`src/rtl/monitor_channel.sv`:
```
// One check channel: latches its address/expected byte during reset and
// tracks whether the most recent write to that address carried the expected value.
module monitor_channel #(
  parameter int ADDR_WIDTH = 16,
  parameter int DATA_WIDTH = 8
) (
  input  logic                  clk,
  input  logic                  reset,
  input  logic                  active,
  input  logic                  cfg_en,
  input  logic [ADDR_WIDTH-1:0] cfg_addr,
  input  logic [DATA_WIDTH-1:0] cfg_val,
  input  logic [ADDR_WIDTH-1:0] bus_addr,
  input  logic [DATA_WIDTH-1:0] bus_wdata,
  input  logic                  bus_we,
  output logic                  hit,
  output logic                  hit_match,
  output logic                  hit_mismatch,
  output logic                  matched
);

  logic                  en_q, en_d;
  logic [ADDR_WIDTH-1:0] addr_q, addr_d;
  logic [DATA_WIDTH-1:0] val_q, val_d;
  logic                  matched_q, matched_d;

  always_comb begin
    en_d         = en_q;
    addr_d       = addr_q;
    val_d        = val_q;
    hit          = active && en_q && bus_we && (bus_addr == addr_q);
    hit_match    = hit && (bus_wdata == val_q);
    hit_mismatch = hit && (bus_wdata != val_q);
    matched_d    = matched_q;
    if (reset) begin
      en_d      = cfg_en;
      addr_d    = cfg_addr;
      val_d     = cfg_val;
      matched_d = 1'b0;
    end else if (hit_match) begin
      matched_d = 1'b1;
    end else if (hit_mismatch) begin
      matched_d = 1'b0;
    end
  end

  always_ff @(posedge clk) begin
    en_q      <= en_d;
    addr_q    <= addr_d;
    val_q     <= val_d;
    matched_q <= matched_d;
  end

  assign matched = matched_q;

endmodule

```
`config.mk`:
```
export PLATFORM = sky130hd
export DESIGN_NAME = monitor_channel
export DESIGN_NICKNAME = d
export VERILOG_FILES = /design/src/rtl/monitor_channel.sv
export SDC_FILE = /design/constraint.sdc
export NUM_CORES = 1
export LEC_CHECK = 0
export ABC_AREA = 1
export CELL_PAD_IN_SITES_DETAIL_PLACEMENT = 0
export CELL_PAD_IN_SITES_GLOBAL_PLACEMENT = 2
export CORE_MARGIN = 5
export CORE_UTILIZATION = 23
export CTS_CLUSTER_DIAMETER = 120
export DETAILED_ROUTE_END_ITERATION = 7
export PLACE_DENSITY = 0.75
export SETUP_SLACK_MARGIN = 0.1
export SYNTH_ARGS = -nofsm -noshare
export SYNTH_HDL_FRONTEND = slang
export SYNTH_SLANG_ARGS = --single-unit
```
`constraint.sdc`:
```
create_clock -name clk -period 1.6 [get_ports clk]
set_input_delay 0.4 -clock clk [delete_from_list [all_inputs] [get_ports clk]]
set_output_delay 0.4 -clock clk [all_outputs]
set_load 0.1 [all_outputs]
```
==> summary.md <==
| Metric | Value |
|---|---|
| Outcome | `finished, violations left` |
| Failing checks | `setup timing` |
| Vias in the first global route | `1088` |
| Final WL | `2.98 mm` |
| Max Clock Skew | `3.74 ps` |
| Fmax | `473 MHz` |
| Share of the synthesized area in the top cell type | `58.1%` |
| CTS Root Cell | `clkbuf_8` |
| Final worst path period share | `132%` |
| Peak supply drop | `504 uV` |
| Initial DRT Pass Iterations | `4` |
| 1st-iter DRT viols | `47` |
| Post-synth top area cell | `edfxtp_1` |
| CTS clk-pin slew, worst paths | `90 ps` |
| Final Max Slew Viols | `0` |
| Slew @ Worst Pin | `204 ps` |
| Crit-path slowest cell | `clkdlybuf4s50_1` |
| Yosys reg bits | `26` |
| Later-pin clock latency in the skew report | `270 ps` |
| Antenna Violating Nets Remaining | `0` |
| Routed vias | `1097` |
| Hold Crit Class | `reg2reg` |
| DRC violations left | `0` |
| Die Ht | `84.9 um` |
| Reg2reg setup slack | `280 ps` |
| Crit path to | `hit_match` |
| Post-detail-place hpwl | `2.42 mm` |
| Initial Util | `23.6%` |
| Cts bufs inserted | `3` |
| Drt wl/cell | `10.3 um` |
| PD cells | `734 nW/um^2` |
| Global Route Usage Sum | `8.47%` |
| CP Class | `in2out` |
| Post-synth EDFFs | `25` |
| CTS tree | `built` |
| Syn_nets | `190` |
| Total congestion overflow | `0` |
| Antenna violations before repair | `2` |
| Synth Instances | `137` |
| Pin count of the biggest net entering global routing | `27` |
| Fraction of layout cells with a size suffix above 1 | `22.7%` |
| Min Tclk post-route | `2110 ps` |
| Sequential area share after synthesis | `59.7%` |
| Predominant post-synthesis flop cell | `edfxtp_1` |
| Hold_sp | `matched$_SDFFE_PP0P_` |
| Final core occ | `42.6%` |
| Hold depth | `4` |
| Synth area leaders | `edfxtp_1 58%, nand2_1 10%, inv_1 7.0%` |
| Vias per cell | `3.78` |
| Crit path DAT | `1710 ps` |
| R2R Path End | `matched$_SDFFE_PP0P_` |
| Max-Slew Margin vs Limit | `86.4%` |
| CTS Buffer Depth | `2` |
| Startpoint types | `primary input` |
| H-tree depth | `1` |
| CP Capture Type | `output port` |
| Global-route wire length before repair | `4.87 mm` |
| CP Cell Sequence | `clkdlybuf4s50_1 > nand2_1 > nand2_1 > nand3_2 > nor2_4 > nand3_4 > nor2_4 > buf_12` |
| Syn Area/Cell | `9.43 um^2` |
| Worst path top cell family by delay | `simple AND/OR/NAND/NOR gates` |
| Synthesis-to-layout area growth | `80.5%` |
| Synth async-reset ratio | `0%` |
| CTS Sinks | `26` |
| CP peak stage delay | `480 ps` |
| Row count | `27` |
| CP required | `1200 ps` |
| Max Cap Violations | `0` |
| # port buffers | `56` |
| Cts hold-fix bufs | `0` |
| Beginning of the worst register-to-register path | `addr_q[0]$_DFFE_PP_` |
| Yosys cell types | `18` |
| Final Wtd Congestion | `0.685` |
| Leakage | `1.03 nW` |
| Area of the mapped netlist | `1290 um^2` |
| CP Max Fanout | `3` |
| Die X-Extent | `84.9 um` |
| RSZ-0062 raised after global routing | `true` |
| Final Hold Viols | `0` |
| Final setup vio count | `3` |
| Crit path from | `bus_addr[15]` |
| NumNets Final | `270` |
| Die area | `7210 um^2` |
| Post-route worst setup slack | `-514 ps` |
| Cells on worst reg2reg path | `10` |
| Yosys warns | `0` |
| Setup total negative slack | `-1470 ps` |
| Crit path depth | `8` |
| Worst path bufs/invs | `2` |
| # IOs | `57` |
| Core area | `5470 um^2` |
==> metrics by stage <==
step | setup WS, ps | hold slack [ps] | cell area, um^2 | std cells | power [mW]
2_1_floorplan | -300 | 499 | 1320 | 137 | 0.947
3_3_place_gp | -663 | 547 | 2150 | 282 | 1.17
3_5_place_dp | -682 | 547 | 2150 | 282 | 1.17
4_1_cts | -516 | 563 | 2260 | 287 | 1.73
5_1_grt | -608 | 629 | 2330 | 290 | 1.81
6_report | -514 | 568 | 2330 | 290 | 1.71
==> layer usage <==
layer / GRT usage [%] / vias up / share of wire, %
li1: - / 587 / -
met1: 9.56 / 472 / 41
met2: 14.1 / 36 / 47
met3: 4.76 / 2 / 11
met4: 1.73 / 0 / 0.27
met5: 0 / - / 0
==> cell families after synthesis <==
logic type      Yosys count  synth area share (%)
simple gates             72                  23.8
flops                    26                  59.7
buf+inv                  25                  7.27
xor+xnor                 12                  8.14
compound gates            2                  1.07
==> power by group <==
group / switching, mW / internal, mW
combinational: 0.126 / 0.218
clock: 0.204 / 0.335
sequential: 0.0241 / 0.803
==> registers in the layout, summed over array words and instances (netlist names) <==
name     flops
matched      1
en_q         1
addr_q      16
val_q        8
==> worst reg2reg max path: cells and delay by family, from the launching register on <==
| family | cells | cell delay (ps) |
|---|---|---|
| buf+inv | 1 | 130 |
| flops | 1 | 390 |
| simple gates | 9 | 760 |
==> Yosys cell counts (2+ instances only) <==
cell / count
inv_1: 24
edfxtp_1: 25
and3_1: 2
nor2_1: 24
nand2_1: 35
xnor2_1: 8
xor2_1: 4
nor2_2: 2
nand3_1: 4
==> placed cells by master, fill, tap and decap left out, types with 2 or more instances in the layout <==
| cell type | instances |
|---|---|
| xnor2_1 | 3 |
| xor2_1 | 4 |
| nor2_4 | 4 |
| edfxtp_1 | 25 |
| and3_1 | 2 |
| nand2_2 | 2 |
| clkdlybuf4s50_1 | 35 |
| diode_2 | 2 |
| nor2_2 | 3 |
| nand3_4 | 2 |
| nand2_1 | 33 |
| nor2_1 | 19 |
| buf_4 | 18 |
| xnor2_2 | 5 |
| nand3_2 | 2 |
| dlygate4sd2_1 | 12 |
| dlymetal6s2s_1 | 5 |
| inv_1 | 23 |
| clkbuf_8 | 3 |
| buf_12 | 5 |
==> layout make-up <==
class                           instances  area, um^2
Clock inverter                          1        30.0
Antenna cell                            2        5.00
Multi-Input combinational cell         86         543
Fill cell                             578        3140
Timing Repair Buffer                   75         753
Clock buffer                            3        41.3
Sequential cell                        26         771
Tap cell                               72        90.1
Inverter                               25        97.6
==> what timing repair did <==
action                     in CTS  in global routing
resized for setup              22                 13
pin swaps                      14                 19
setup endpoints to repair       4                  4
setup buffers                   1                  1
==> worst min-delay path by stage <==
stage	to	slack, ps
after global placement	matched$_SDFFE_PP0P_	550
after detailed placement	matched$_SDFFE_PP0P_	550
after global routing	matched$_SDFFE_PP0P_	630
after floorplan	addr_q[0]$_DFFE_PP_	500
final	matched$_SDFFE_PP0P_	570
after CTS	matched$_SDFFE_PP0P_	560
(Power assumes the default switching activity.)
